$ cat config.mk
export PLATFORM = sky130hd
export DESIGN_NAME = pcie_tx
export DESIGN_NICKNAME = d
export VERILOG_FILES = /design/src/rtl/pcie_tx_pkg.sv /design/src/rtl/pcie_tx.sv
export SDC_FILE = /design/constraint.sdc
export NUM_CORES = 1
export LEC_CHECK = 0
export CAP_MARGIN = 20
export CORE_ASPECT_RATIO = 1.75
export CORE_MARGIN = 10
export CORE_UTILIZATION = 40
export CTS_CLUSTER_DIAMETER = 120
export DETAILED_ROUTE_END_ITERATION = 10
export MAX_ROUTING_LAYER = met4
export PLACE_DENSITY = 0.78
export SLEW_MARGIN = 15
export SYNTH_ARGS = -nofsm -noshare
export SYNTH_HDL_FRONTEND = slang
export SYNTH_SLANG_ARGS = --single-unit
export TNS_END_PERCENT = 20
$ cat constraint.sdc
create_clock -name clock -period 2.5 [get_ports clock]
set_input_delay 0.5 -clock clock [delete_from_list [all_inputs] [get_ports clock]]
set_output_delay 0.5 -clock clock [all_outputs]
set_load 0.1 [all_outputs]
$ cat src/rtl/pcie_tx_pkg.sv
// pcie_tx_pkg: TLP format/type constants, TX FSM state type and DW byte swap,
// shared between the PCIe transmit and receive paths.
package pcie_tx_pkg;

    localparam logic [6:0] CPLD   = 7'b1001010;
    localparam logic [6:0] MWR32  = 7'b1000000;
    localparam logic [9:0] LEN_DW = 10'd2;

    typedef enum logic [1:0] {IDLE, BEAT0, BEAT1, BEAT2} state_e;

    // Host data is little-endian; TLP payload DWs are sent byte-reversed.
    function automatic logic [31:0] bswap32(input logic [31:0] x);
        return {x[7:0], x[15:8], x[23:16], x[31:24]};
    endfunction

    // Header DW0 for a 2-DW TLP of the given fmt/type.
    function automatic logic [31:0] hdr0(input logic [6:0] fmt_type);
        return {1'b0, fmt_type, 14'd0, LEN_DW};
    endfunction

endpackage

$ cat src/rtl/pcie_tx.sv
// pcie_tx: builds 3-beat CplD / MWr32 TLPs from register-read completions and
// posted writes, arbitrated round-robin, onto a 64-bit AXI stream.
// Ports:
//   clock, reset_n                 clock, async active-low reset
//   completer_id                   static requester/completer ID
//   cpl_valid/cpl_ready, cpl_*     completion request (ready is a 1-cycle accept pulse)
//   wr_valid/wr_ready, wr_*        posted write request (ready is a 1-cycle accept pulse)
//   tvalid/tready/tdata/tkeep/tlast AXI stream towards the PCIe core
module pcie_tx
    import pcie_tx_pkg::*;
(
    input  logic        clock,
    input  logic        reset_n,
    input  logic [15:0] completer_id,
    input  logic        cpl_valid,
    output logic        cpl_ready,
    input  logic [23:0] cpl_rid_tag,
    input  logic [12:0] cpl_address,
    input  logic [63:0] cpl_data,
    input  logic        wr_valid,
    output logic        wr_ready,
    input  logic [28:0] wr_address,
    input  logic [63:0] wr_data,
    output logic        tvalid,
    input  logic        tready,
    output logic [63:0] tdata,
    output logic [7:0]  tkeep,
    output logic        tlast
);

    state_e      state_q, state_d;
    logic        prefer_wr_q, prefer_wr_d;
    logic [63:0] hdr01_q, hdr01_d;
    logic [31:0] hdr2_q, hdr2_d;
    logic [63:0] pay_q, pay_d;
    logic        idle, grant_cpl, grant_wr, fire;

    assign idle      = state_q == IDLE;
    // Completions win unless a write is also pending and it is the write's turn.
    assign grant_cpl = idle && cpl_valid && (!wr_valid || !prefer_wr_q);
    assign grant_wr  = idle && wr_valid && !grant_cpl;
    assign fire      = tvalid && tready;

    always_ff @(posedge clock or negedge reset_n) begin
        if (!reset_n) begin
            state_q     <= IDLE;
            prefer_wr_q <= 1'b0;
        end else begin
            state_q     <= state_d;
            prefer_wr_q <= prefer_wr_d;
        end
    end

    always_comb begin
        state_d     = state_q;
        prefer_wr_d = prefer_wr_q;
        case (state_q)
            IDLE: if (grant_cpl || grant_wr) begin
                state_d     = BEAT0;
                prefer_wr_d = grant_cpl;
            end
            BEAT0:   if (fire) state_d = BEAT1;
            BEAT1:   if (fire) state_d = BEAT2;
            default: if (fire) state_d = IDLE;
        endcase
    end

    // Whole TLP is assembled at capture so requesters may move on immediately.
    always_ff @(posedge clock or negedge reset_n) begin
        if (!reset_n) begin
            hdr01_q <= '0;
            hdr2_q  <= '0;
            pay_q   <= '0;
        end else begin
            hdr01_q <= hdr01_d;
            hdr2_q  <= hdr2_d;
            pay_q   <= pay_d;
        end
    end

    always_comb begin
        hdr01_d = hdr01_q;
        hdr2_d  = hdr2_q;
        pay_d   = pay_q;
        if (grant_cpl) begin
            hdr01_d = {completer_id, 4'h0, 12'd8, hdr0(CPLD)};
            hdr2_d  = {cpl_rid_tag, 1'b0, cpl_address[3:0], 3'b000};
            pay_d   = {bswap32(cpl_data[63:32]), bswap32(cpl_data[31:0])};
        end else if (grant_wr) begin
            hdr01_d = {completer_id, 8'h00, 8'hFF, hdr0(MWR32)};
            hdr2_d  = {wr_address, 3'b000};
            pay_d   = {bswap32(wr_data[63:32]), bswap32(wr_data[31:0])};
        end
    end

    // Ready pulses are gated by reset so they stay low while reset is held.
    always_comb begin
        cpl_ready = reset_n && grant_cpl;
        wr_ready  = reset_n && grant_wr;
        tvalid    = !idle;
        tlast     = state_q == BEAT2;
        case (state_q)
            BEAT0: begin
                tdata = hdr01_q;
                tkeep = 8'hFF;
            end
            BEAT1: begin
                tdata = {pay_q[31:0], hdr2_q};
                tkeep = 8'hFF;
            end
            BEAT2: begin
                tdata = {32'h0, pay_q[63:32]};
                tkeep = 8'h0F;
            end
            default: begin
                tdata = '0;
                tkeep = '0;
            end
        endcase
    end

endmodule

* Word level (Yosys, flattened, before mapping)
Cells that the tools add are included.
** Operators by class
- Eq/ne operators :: 6
- Mux-type cells :: 13
- Reductions and logical operators :: 19
** Operators by type and width (count)
- $mux W64 :: 4
- $pmux W64 S3 :: 1
- $mux W32 :: 2
- $pmux W8 S2 :: 1
- $mux W2 :: 4
- $logic_and A1 B1 Y1 :: 7
- $pmux W2 S3 :: 1
- $eq A2 B2 Y1 const B :: 2
- $logic_not A1 Y1 :: 4
- $ne A2 B2 Y1 const B :: 2
- $reduce_and A4 Y1 :: 1
- $reduce_bool A2 Y1 :: 2
- $eq A2 B1 Y1 const B :: 1
- $logic_not A2 Y1 :: 1
- $logic_or A1 B1 Y1 :: 2
- $ne A2 B1 Y1 const B :: 1
- $reduce_and A2 Y1 :: 1
- $reduce_or A2 Y1 :: 1
** Storage, ports and cells
- Register bits :: 163

* Longest topological paths before layout
- Word-level depth :: 8
- Depth in mapped cells :: 8
- Gate-level depth less buffers :: 5

* Least setup slack after synthesis
OpenSTA, ideal clock, no wires.
- Kind :: register to output
- From :: register state_q[1]
- To :: output tdata[30]
- Arrival :: 2.802 ns
- Required time :: 2.000 ns
- Setup slack :: -0.802 ns
- Cell stages (with the launch flop) :: 4
- Path through :: dfrtp_1 -> ha_1 -> a222oi_1 -> nor2_1
** Between the ends
- Longest elaborated chain between the ends :: 2
- Elaborated cells between the ends (all ways) :: 4
- Classes of those cells :: eq/ne: 3; mux: 1
** Ends and longest elaborated chain
- start, declared :: RTL line pcie_tx.sv:31 : state_e state_q, state_d;
- start signal, assigned :: RTL line pcie_tx.sv:49 : state_q <= state_d;
- $eq A2 B2 Y1
- named net tlast :: RTL line pcie_tx.sv:28 : output logic tlast
- $pmux W64 S3 :: RTL line pcie_tx.sv:102 : case (state_q)
- end, declared :: RTL line pcie_tx.sv:26 : output logic [63:0] tdata,
The timed path passes the listed nets, and every way through them passes these cells.

* Final worst setup path
- From :: register state_q[0]
- To :: output tdata[54]
** Between the ends
- Longest elaborated chain between the ends :: 2
- Elaborated cells between the ends (all ways) :: 4
- Classes of those cells :: eq/ne: 3; mux: 1
** Ends and longest elaborated chain (RTL line)
- $eq A2 B2 Y1 / $eq A2 B1 Y1 (equally long branches) :: pcie_tx.sv:102
- $pmux W64 S3 (*) :: pcie_tx.sv:102
Every way passes the cells marked *; elsewhere a longest branch is shown, timed or not.

==> flow_summary.ini <==
[run_status]
status = finished, violations left
violations = setup timing

[routing]
vias = 6756
wirelength_um = 27000
drt_iter0_drc = 429
ant_nets = 0
wl_per_cell_um = 23.9
routed_via_density = 5.99
firstDrtPassIters = 7
remaining_drc_errors = 0

[setup_path]
slowest_stage = dfrtp_1
endpoint = tdata[54]
worstPathCellList = inv_2 > ha_4 > buf_6 > nor2b_4 > buf_6 > a22o_1 > buf_12
slowest_delay_ns = 0.40
crit_path_frequent_cell = buf_6
startpoint = state_q[0]
r2r_end = pay_q[55]
critPathArrivalTime_ns = 2.06
path_delay_family = buffers and inverters
r2r_start = state_q[0]
worstPathRequired_ns = 2.00
criticalPathCategory = reg -> out
cp_max_fo = 9
reg2reg_depth = 8
critPathCaptureType = primary output
crit_cells = 7
critPathLaunchType = register
critPathBufInv = 4
r2r_setup_slack_ns = 0.31

[grt]
grt_pass1_wl_um = 40400
grt_pass1_vias = 6950
grt_usage = 0.245
grt_max_degree = 86
overflow = 0
grt_antenna_before_repair = 2

[cells_and_area]
nets = 1146
fin_util = 0.709
syn2layout_area_growth_pct = 73.1
drive_gt1_frac = 0.215
n_fill_cell = 1079

[timing]
fin_ws_ns = -0.0635
timing.fmax_mhz = 390
period_minus_slack_ns = 2.56
clock_skew_ns = 0.0108
tightest_slew_ns = 0.845
holdWs_ns = 0.469
hold_viol = 0
rsz0062_at_grt = yes
slew_headroom = 0.436
finalCritPeriodShare = 1.03
setup_violations = 48
drv_slew = 0

[placement]
numPortBuffers = 281
hpwl_um = 17900
dp_slack_ns = 0.232
gp_congestion = 0.864

[clocking]
clk_pin_slew_ns = 0.06
clock_sinks = 115
cts-root-buf = clkbuf_16
cts_made_buffers = 17
clockBufferDepth = 2
clkLatencyLatePin_ns = 0.41
cts_tree = yes
htreeDepth = 4

[floorplanning]
dieArea_mm2 = 0.0215
fp.dieH_um = 186
boundaryPins = 291
row_count = 60
die_w_um = 115
initial_utilization = 0.409
core_area_mm2 = 0.0155

[synthesis]
synth_top_family_by_area = compound AO/OA/AOI/OAI gates
ys_warn_count = 0
synthAdderAreaFrac = 0.00988
ys_types = 32
synthXorXnorAreaFrac = 0
synthMuxAreaShare = 0.00336
synthesis.area_mm2 = 0.00633
avgSynthCellArea_um2 = 9.40
postSynthCellCount = 674
synthSimpleGateAreaFrac = 0.117
ys_ff_latch = 115
synth_nets = 894
synth_compound_area_frac = 0.340
seq_area_frac_synth = 0.454

[worst_hold_path]
min_path_type = in -> async

[run]
max-cap-violations = 0
Yosys cell counts (all sizes together):
library cell,number,share of area
dfrtp,115,0.45
nand2b,1,0.00099
and2,38,0.038
o21a,1,0.0012
o22ai,2,0.0030
a221o,24,0.038
buf,58,0.052
a222oi,3,0.0047
ha,5,0.0099
o2111ai,68,0.094
a31oi,68,0.067
o21bai,1,0.0012
clkbuf,32,0.019
nand2,49,0.029
inv,5,0.0030
a21o,9,0.011
mux2i,1,0.0016
o21ai,69,0.055
a22o,45,0.062
mux2,1,0.0018
a211oi,1,0.0032
nor2,73,0.044
nor2b,5,0.0049
cell type report:
type	count	area (µm²)	area share
timing repair buffer	323	3990	0.364
multi-input combinational	464	3150	0.288
sequential	115	2880	0.263
clock buffer	20	457	0.0417
tap	186	233	0.0212
clock inverter	12	226	0.0207
inverter	5	18.8	0.00171
antenna	2	5.00	0.000457
worst min-delay path by stage:
stage	startpoint	endpoint	slack, ns	depth (start not counted)
global route	reset_n	pay_q[24]	0.48	2
floorplan	reset_n	hdr01_q[27]	0.20	0
finish	reset_n	pay_q[24]	0.47	2
global placement	reset_n	hdr01_q[56]	0.33	1
detailed placement	reset_n	hdr01_q[56]	0.33	1
CTS	reset_n	pay_q[24]	0.45	2
state kept, by name (all words and copies together) (netlist names):
signal,cells
pay_q,64
state_q,2
hdr01_q,19
hdr2_q,29
prefer_wr_q,1
per-stage QoR:
stage	instance area [µm²]	cells	setup TNS, ns
after floorplan	6370	674	-5.21
after global placement	9920	1074	0
after detailed placement	9920	1074	0
after CTS	10900	1123	-0.339
after global routing	11000	1127	-3.12
final	11000	1127	-1.55
cells in the final DEF, fill, tap and decap left out, types with 5 or more instances in the layout:
| cell | n |
|---|---|
| a21o_1 | 8 |
| inv_2 | 5 |
| clkbuf_16 | 18 |
| buf_6 | 5 |
| a221o_1 | 24 |
| nand2_1 | 48 |
| dfrtp_1 | 115 |
| o21ai_0 | 68 |
| a22o_4 | 7 |
| a31oi_1 | 68 |
| and2_1 | 33 |
| a22o_1 | 19 |
| bufinv_16 | 6 |
| clkdlybuf4s50_1 | 203 |
| o2111ai_1 | 68 |
| buf_4 | 31 |
| nor2_1 | 69 |
| a22o_2 | 19 |
| buf_12 | 78 |
logic make-up (layout without fill, tap and decap cells):
| kind of cell | Yosys count | count (layout) |
|---|---|---|
| AND/OR/NAND/NOR | 166 | 166 |
| adder cells (fa/ha/maj) | 5 | 5 |
| buffers and inverters | 95 | 360 |
| other | 0 | 2 |
| flip-flops | 115 | 115 |
| multiplexers | 2 | 2 |
| AO/OA/AOI/OAI | 291 | 291 |
layer usage:
metal | GRT usage | vias up | share of wire
met5 | - | - | 0
met4 | 0.135 | 0 | 0.059
met3 | 0.0542 | 81 | 0.062
met2 | 0.414 | 306 | 0.52
met1 | 0.255 | 3292 | 0.36
li1 | - | 3077 | -
repair_timing:
action                                  CTS  global route
resized for setup                        15            14
hold endpoints to repair                  4             0
endpoints found under the setup margin   63            64
buffers inserted                         12             2
hold buffers                              1             0
gates cloned                              4             1
pin swaps                                12             4
Power is not shown: default switching activity piles up to over one toggle a cycle in this logic, so the estimate is an artifact.
